--- src/rtl/matmul_pkg.sv ---
// matmul_pkg: shared FSM state encodings and tiling helper functions for matmul_sched
package matmul_pkg;
  localparam logic [2:0] S_IDLE  = 3'd0;
  localparam logic [2:0] S_LOAD  = 3'd1;
  localparam logic [2:0] S_DRAIN = 3'd2;
  localparam logic [2:0] S_WRITE = 3'd3;
  localparam logic [2:0] S_DONE  = 3'd4;
  function automatic int cw(input int n);
    return (n > 1) ? $clog2(n) : 1;
  endfunction
  function automatic int row_size_mat_c(input int i_outer, input int block);
    return i_outer / block;
  endfunction
  function automatic int col_size_mat_c(input int w_outer, input int block);
    return w_outer / block;
  endfunction
  function automatic int max_flag(input int i_outer, input int w_outer, input int block);
    return row_size_mat_c(i_outer, block) * col_size_mat_c(w_outer, block);
  endfunction
  function automatic int k_steps(input int inner, input int block);
    return inner / block;
  endfunction
endpackage

--- src/rtl/tile_counter.sv ---
// tile_counter: nested row/column/k counter with wrap flags for tile scheduling
module tile_counter import matmul_pkg::*; #(
  parameter int ROWS = 8,
  parameter int COLS = 8,
  parameter int KS   = 4
) (
  input  logic                clk,
  input  logic                rst,
  input  logic                clr,
  input  logic                k_inc,
  input  logic                rc_inc,
  output logic [cw(ROWS)-1:0] r,
  output logic [cw(COLS)-1:0] c,
  output logic [cw(KS)-1:0]   k,
  output logic                r_last,
  output logic                c_last,
  output logic                k_last
);
  localparam int RW = cw(ROWS);
  localparam int CW = cw(COLS);
  localparam int KW = cw(KS);
  assign r_last = r == RW'(ROWS - 1);
  assign c_last = c == CW'(COLS - 1);
  assign k_last = k == KW'(KS - 1);
  // k steps within a tile; c advances per tile and carries into r
  always_ff @(posedge clk) begin
    if (rst || clr) begin
      r <= '0;
      c <= '0;
      k <= '0;
    end else begin
      if (k_inc) k <= k_last ? '0 : k + 1'b1;
      if (rc_inc) begin
        c <= c_last ? '0 : c + 1'b1;
        if (c_last) r <= r_last ? '0 : r + 1'b1;
      end
    end
  end
endmodule

--- src/rtl/matmul_sched.sv ---
// matmul_sched: tile scheduler driving BRAM reads, systolic MAC enables and output writes
module matmul_sched import matmul_pkg::*; #(
  parameter int BLOCK_SIZE        = 2,
  parameter int INNER_DIMENSION   = 8,
  parameter int I_OUTER_DIMENSION = 16,
  parameter int W_OUTER_DIMENSION = 16,
  parameter int PIPE_LAT          = 3
) (
  input  logic        clk,
  input  logic        rst_n,
  input  logic        start,
  input  logic        abort,
  output logic        ready,
  output logic        done,
  output logic [13:0] in_addrb,
  output logic [11:0] wb_addrb,
  output logic        rd_en,
  output logic        mac_en,
  output logic        mac_first,
  output logic        out_wea,
  output logic [cw(max_flag(I_OUTER_DIMENSION, W_OUTER_DIMENSION, BLOCK_SIZE))-1:0] out_addra
);
  localparam int ROW_SIZE_MAT_C = row_size_mat_c(I_OUTER_DIMENSION, BLOCK_SIZE);
  localparam int COL_SIZE_MAT_C = col_size_mat_c(W_OUTER_DIMENSION, BLOCK_SIZE);
  localparam int MAX_FLAG       = max_flag(I_OUTER_DIMENSION, W_OUTER_DIMENSION, BLOCK_SIZE);
  localparam int K_STEPS        = k_steps(INNER_DIMENSION, BLOCK_SIZE);
  localparam int AW             = cw(MAX_FLAG);
  localparam int DW             = cw(PIPE_LAT);
  logic [2:0]                     state;
  logic [2:0]                     state_nxt;
  logic [DW-1:0]                  drain;
  logic                           drain_last;
  logic                           clr;
  logic                           k_inc;
  logic                           rc_inc;
  logic                           r_last;
  logic                           c_last;
  logic                           k_last;
  logic [cw(ROW_SIZE_MAT_C)-1:0]  r;
  logic [cw(COL_SIZE_MAT_C)-1:0]  c;
  logic [cw(K_STEPS)-1:0]         k;
  logic                           mac_en_q;
  logic                           mac_first_q;
  tile_counter #(
    .ROWS (ROW_SIZE_MAT_C),
    .COLS (COL_SIZE_MAT_C),
    .KS   (K_STEPS)
  ) u_cnt (
    .clk    (clk),
    .rst    (rst_n),
    .clr    (clr),
    .k_inc  (k_inc),
    .rc_inc (rc_inc),
    .r      (r),
    .c      (c),
    .k      (k),
    .r_last (r_last),
    .c_last (c_last),
    .k_last (k_last)
  );
  assign ready      = state == S_IDLE;
  assign done       = state == S_DONE;
  assign rd_en      = state == S_LOAD;
  assign out_wea    = state == S_WRITE;
  assign mac_en     = mac_en_q;
  assign mac_first  = mac_first_q;
  assign in_addrb   = rd_en ? 14'(32'(r) * K_STEPS + 32'(k)) : '0;
  assign wb_addrb   = rd_en ? 12'(32'(c) * K_STEPS + 32'(k)) : '0;
  assign out_addra  = out_wea ? AW'(32'(r) * COL_SIZE_MAT_C + 32'(c)) : '0;
  assign drain_last = drain == DW'(PIPE_LAT - 1);
  assign clr        = abort && !ready;
  assign k_inc      = rd_en && !clr;
  assign rc_inc     = out_wea && !clr;
  // abort out of any active state wins over every normal transition
  always_comb begin
    state_nxt = clr              ? S_IDLE :
                state == S_IDLE  ? (start ? S_LOAD : S_IDLE) :
                state == S_LOAD  ? (k_last ? S_DRAIN : S_LOAD) :
                state == S_DRAIN ? (drain_last ? S_WRITE : S_DRAIN) :
                state == S_WRITE ? (r_last && c_last ? S_DONE : S_LOAD) :
                S_IDLE;
  end
  // state register
  always_ff @(posedge clk) begin
    if (rst_n) state <= S_IDLE;
    else state <= state_nxt;
  end
  // drain cycle count, restarted every time DRAIN is entered
  always_ff @(posedge clk) begin
    if (rst_n || state != S_DRAIN) drain <= '0;
    else drain <= drain + 1'b1;
  end
  // mac controls lag reads by the one-cycle BRAM latency; abort kills the tail
  always_ff @(posedge clk) begin
    if (rst_n || abort) begin
      mac_en_q    <= 1'b0;
      mac_first_q <= 1'b0;
    end else begin
      mac_en_q    <= rd_en;
      mac_first_q <= rd_en && k == '0;
    end
  end
endmodule

--- config.mk ---
export PLATFORM = sky130hd
export DESIGN_NAME = matmul_sched
export DESIGN_NICKNAME = d
export VERILOG_FILES = /design/src/rtl/matmul_pkg.sv /design/src/rtl/tile_counter.sv /design/src/rtl/matmul_sched.sv
export SDC_FILE = /design/constraint.sdc
export NUM_CORES = 1
export LEC_CHECK = 0
export BUFFER_PORTS_ARGS = -buffer_cell sky130_fd_sc_hd__buf_2
export CAP_MARGIN = 20
export CELL_PAD_IN_SITES_DETAIL_PLACEMENT = 0
export CELL_PAD_IN_SITES_GLOBAL_PLACEMENT = 1
export CORE_ASPECT_RATIO = 0.7
export CORE_UTILIZATION = 35
export CTS_CLUSTER_SIZE = 12
export DETAILED_ROUTE_END_ITERATION = 8
export PLACE_DENSITY = 0.88
export SKIP_CTS_REPAIR_TIMING = 1
export SLEW_MARGIN = 30
export SYNTH_ARGS = -nofsm -noshare
export SYNTH_HDL_FRONTEND = slang
export SYNTH_SLANG_ARGS = --single-unit
--- constraint.sdc ---
create_clock -name clk -period 2.6 [get_ports clk]
set_input_delay 0.13 -clock clk [delete_from_list [all_inputs] [get_ports clk]]
set_output_delay 0.13 -clock clk [all_outputs]
set_load 0.01 [all_outputs]
== Word-level counts from Yosys, hierarchy flattened ==
Cells that the tools add are included.

* Input port bits: 4
* Logic and storage cells: 51
* Bits in registers: 15

* Mux-type cells: 14
* Reduce and logical (&&, ||, !) cells: 14
* $add $sub $neg: 7
* Eq/ne operators: 9

{| class="wikitable"
|+ Operators with widths
! cell !! count
|-
| $mux W3 || 7
|-
| $mux W6 || 3
|-
| $add A5 B2 Y6 || 2
|-
| $eq A3 B3 Y1 const B || 3
|-
| $add A3 B1 Y3 const B || 2
|-
| $add A6 B3 Y6 || 1
|-
| $eq A3 B2 Y1 const B || 2
|-
| $logic_and A1 B1 Y1 || 5
|-
| $add A2 B1 Y2 const B || 2
|-
| $eq A2 B2 Y1 const B || 2
|-
| $mux W2 || 2
|-
| $eq A3 B1 Y1 const B || 1
|-
| $logic_not A3 Y1 || 1
|-
| $logic_or A1 B1 Y1 || 3
|-
| $ne A3 B2 Y1 const B || 1
|-
| $logic_not A1 Y1 || 2
|-
| $logic_not A2 Y1 || 1
|-
| $mux W1 || 2
|-
| $reduce_and A2 Y1 || 1
|-
| $reduce_or A2 Y1 || 1
|}

== Depth between registers and ports, before layout ==
* Depth after elaboration: 7
* Gate-level depth with buffers: 6

== By module ==
From an unflattened synthesis, not the netlist that was laid out.

* Cells, all modules: 106
* Area total of the unflattened synthesis: 974.7 µm²

{| class="wikitable"
|+ By module, submodules not included
! module !! cells each !! area an instance (µm²) !! times used
|-
| matmul_sched || 68 || 565.5 || 1
|-
| tile_counter || 38 || 409.1 || 1
|}

== Least setup slack after synthesis ==
Ideal clock, no wire load.

* Kind: flip-flop to flip-flop
* From: register state[1]
* To: register u_cnt.k[0]
* Arrival time: 1.380 ns
* Stages on the path, launching flop included: 6
* Library setup time: 0.072 ns
* Data required time: 2.528 ns
* Slack: 1.147 ns
* Path through: dfxtp_1 buf_6 or3b_1 buf_2 or4_1 a21oi_1

* Word-level cells in the longest chain between the ends: 5
* Elaborated cells on any way between the ends: 7
* Those cells by class: 1 x eq/ne; 6 x reduce/logical

{| class="wikitable"
|+ Ends and longest elaborated chain
! item !! line !! text
|-
| start: declaration || matmul_sched.sv:29 || <nowiki>logic [2:0] state;</nowiki>
|-
| start signal: assignment || matmul_sched.sv:86 || <nowiki>else state <= state_nxt;</nowiki>
|-
| $logic_not A3 Y1 || matmul_sched.sv:61 || <nowiki>assign ready = state == S_IDLE;</nowiki>
|-
| $logic_not A1 Y1 || matmul_sched.sv:71 || <nowiki>assign clr = abort && !ready;</nowiki>
|-
| $logic_and A1 B1 Y1 || matmul_sched.sv:71 ||
|-
| $logic_not A1 Y1 || matmul_sched.sv:72 || <nowiki>assign k_inc = rd_en && !clr;</nowiki>
|-
| $logic_and A1 B1 Y1 || matmul_sched.sv:72 ||
|-
| end signal: assignment || tile_counter.sv:32 || <nowiki>if (k_inc) k <= k_last ? '0 : k + 1'b1;</nowiki>
|-
| end: declaration || tile_counter.sv:14 || <nowiki>output logic [cw(KS)-1:0] k,</nowiki>
|}

Several ways; a longest one is shown, not always the timed one.
A chain may end at the register's enable or synchronous reset.

== Worst setup path after layout ==
* From: register state[1]
* To: output out_addra[4]

* Word-level cells in the longest chain between the ends: 2

{| class="wikitable"
|+ Ends and longest elaborated chain
! item !! line !! text
|-
| $eq A3 B2 Y1 || matmul_sched.sv:64 || <nowiki>assign out_wea = state == S_WRITE;</nowiki>
|-
| $mux W6 || matmul_sched.sv:69 || <nowiki>assign out_addra = out_wea ? AW'(32'(r) * COL_SIZE_MAT_C + 32'(c)) : '0;</nowiki>
|-
| end: declaration || matmul_sched.sv:21 || <nowiki>output logic [cw(max_flag(I_OUTER_DIMENSION, W_OUTER_DIMENSION, BLOCK_SIZE))-1:0] out_addra</nowiki>
|}

Every way passes these cells.

==> run metrics <==
antenna violation net count after detailed routing 0; placed standard-cell area 0.00100 mm2; synthesis-to-finish area growth 11.9%; Die Outline Area 0.00290 mm2; number of global-route vias before repair 615; final worst setup slack 804 ps; final hold violation count 0; Leak Pwr 0.511 nW; pin count of the biggest net entering global routing 13; H-tree depth reported by CTS 1; proportion of register bits with asynchronous set or reset after synthesis 0%; startpoint of the most critical hold path rst_n; worst reg2reg path depth 3; final routed DRC violation total 0; max-cap viol count 0; worst setup slack before clock tree synthesis 1090 ps; part of the cycle the worst path needs 69.1%; share of final-layout standard cells stronger than drive strength 1 22.2%; flop-to-flop setup slack 1050 ps; overflow left after global routing 0; global-route wire length before repair 2740 um; crit path capture type primary output; number of buffers between clock root and the deepest sink 2; drt first pass iters 4; global-route usage over all layers 12.7%; via density per instance 4.69; power density cells 448 mW/mm2; Unique masters post-synth 27; vias post-DR 792; required time of the critical path 2470 ps; cells along the critical path nand3b_1 > inv_1 > and2_1 > buf_2; mean instance size in the synthesized netlist 8.32 um2; summed area of non-filler cells in the final layout 0.00105 mm2; die height 45.4 um; yosys warns 0; start point of the critical path state[1]$_SDFF_PP0_; initial antenna violation count 0; Netlist Area Pre-Place 940 um2; number of synthesized flops with an enable pin 0; Largest stage delay, worst path 510 ps; core area 0.00250 mm2; total wirelength of the detailed-routed design 1810 um; standard cell with the maximum stage delay on the critical path sky130_fd_sc_hd__dfxtp_1; Row Count 15; kind of start point of the critical path register; post-layout utilization of the core 42.1%; VDD IR-drop max 0.175 mV; starting utilization of the core area 37.6%; most frequent standard cell in the layout excluding fill and tap cells sky130_fd_sc_hd__buf_2; most frequent cells in the layout 25 x sky130_fd_sc_hd__buf_2, 16 x sky130_fd_sc_hd__conb_1, 15 x sky130_fd_sc_hd__dfxtp_1, 13 x sky130_fd_sc_hd__and2_1, 9 x sky130_fd_sc_hd__a21oi_1; relative slew slack 52.1%; antenna cell count 0; number of cells produced by synthesis 113; Reg2Reg Launch Point state[1]$_SDFF_PP0_; Buffers on Ports 25; Detail Placement HPWL 1370 um; summed negative setup slack over all endpoints 0 ps; fmax 557 MHz; number of buffers inserted during clock tree synthesis 3; register clock-pin slew on the reported worst setup and hold paths 70 ps; worst endpoint data arrival time 1670 ps; max-slew violation total from the final report 0; path category of the worst min-delay check in2reg; GP Congestion 0.798; 1st-iter DRT viols 25; Worst-Margin Slew 717 ps; Final Skew 8.91 ps; Worst-Skew Late Latency 250 ps; IO Pins 42; setup repair after global routing missed its margin no; post-synthesis sequential element count 15; CTS tree built; detailed-route wire length per cell 10.7 um; root buffer selected by CTS sky130_fd_sc_hd__clkbuf_8; final hold slack 123 ps; worst hold stages 2; most common flop cell mapped by yosys sky130_fd_sc_hd__dfxtp_1; number of failing setup endpoints in the final timing report 0; fraction of the yosys area taken by sequential cells 32.0%; Clock Sinks 15; die width 63.9 um; maximum fanout count along the critical path 11; min cycle time layout 1800 ps; Crit Path Category reg2out; final-stage net count 147; run status completed
-- flip-flops by register name, summed over array words and instances, names as in the netlist --
register and cells:
state 3, drain 2, u_cnt.k 2, mac_first 1, mac_en 1, u_cnt.r 3
u_cnt.c 3
-- per-layer routing --
| metal | share of wire (%) | wire, um | GRT usage (%) | vias to the layer above |
|---|---|---|---|---|
| met1 | 48 | 876 | 16.0 | 365 |
| met5 | 0 | 0 | 0 | - |
| met2 | 43 | 773 | 19.4 | 30 |
| met4 | 0.94 | 17 | 5.45 | 0 |
| met3 | 7.9 | 143 | 5.05 | 2 |
| li1 | - | - | - | 395 |
-- critical path, delay by kind of cell (launching register included) --
kind	cells	cell delay, ps
simple gates	2	460
buf+inv	2	440
flops	1	510
-- layout make-up --
class	instances	area, um2
Tap cell	34	42.5
Clock inverter	1	5.00
Fill cell	253	1450
Clock buffer	3	41.3
Multi-Input combinational cell	84	510
Sequential cell	15	300
Timing Repair Buffer	25	125
Inverter	7	26.3
-- Yosys cell counts, drive strengths merged, types with 2 or more instances --
cell type | n | area share (%)
and2 | 13 | 8.7
nor2 | 4 | 1.6
buf | 20 | 16
nor3 | 2 | 1.1
clkbuf | 2 | 0.80
o21ai | 8 | 4.3
a21oi | 9 | 4.8
ha | 7 | 9.3
a2111oi | 2 | 1.9
or4 | 3 | 2.4
dfxtp | 15 | 32
nand3 | 5 | 2.7
nand3b | 2 | 1.6
inv | 7 | 2.8
nand2b | 4 | 2.7
-- through the flow --
step | power, mW | instances
6_report | 0.470 | 169
5_1_grt | 0.490 | 169
4_1_cts | 0.477 | 169
3_5_place_dp | 0.282 | 165
3_3_place_gp | 0.281 | 165
2_1_floorplan | 0.289 | 128
-- logic make-up (layout without fill, tap and decap cells) --
kind of cell             count (synthesis)  count (layout)  synth area share (%)
buffers and inverters                   29              36                  19.7
adder cells (fa/ha/maj)                  7               7                  9.32
flip-flops                              15              15                  32.0
AO/OA/AOI/OAI                           20              20                  11.7
multiplexers                             1               1                  1.07
AND/OR/NAND/NOR                         40              40                  25.8
other                                    1              16                 0.399
-- final timing paths --
| check | end |
|---|---|
| min reg2reg | drain[0]$_SDFF_PP0_ |
| min | state[1]$_SDFF_PP0_ |
| max | out_addra[4] |
| max reg2reg | state[0]$_SDFF_PP0_ |
-- where the power goes --
part | switching (mW) | total (mW) | internal (mW) | leakage (nW)
logic | 0.0314 | 0.0414 | 0.0101 | 0.364
clock network | 0.0864 | 0.193 | 0.106 | 0.0255
registers | 0.00321 | 0.237 | 0.233 | 0.121
total | 0.121 | 0.470 | 0.350 | 0.511
No activity file was read; power rests on OpenSTA's default activity.
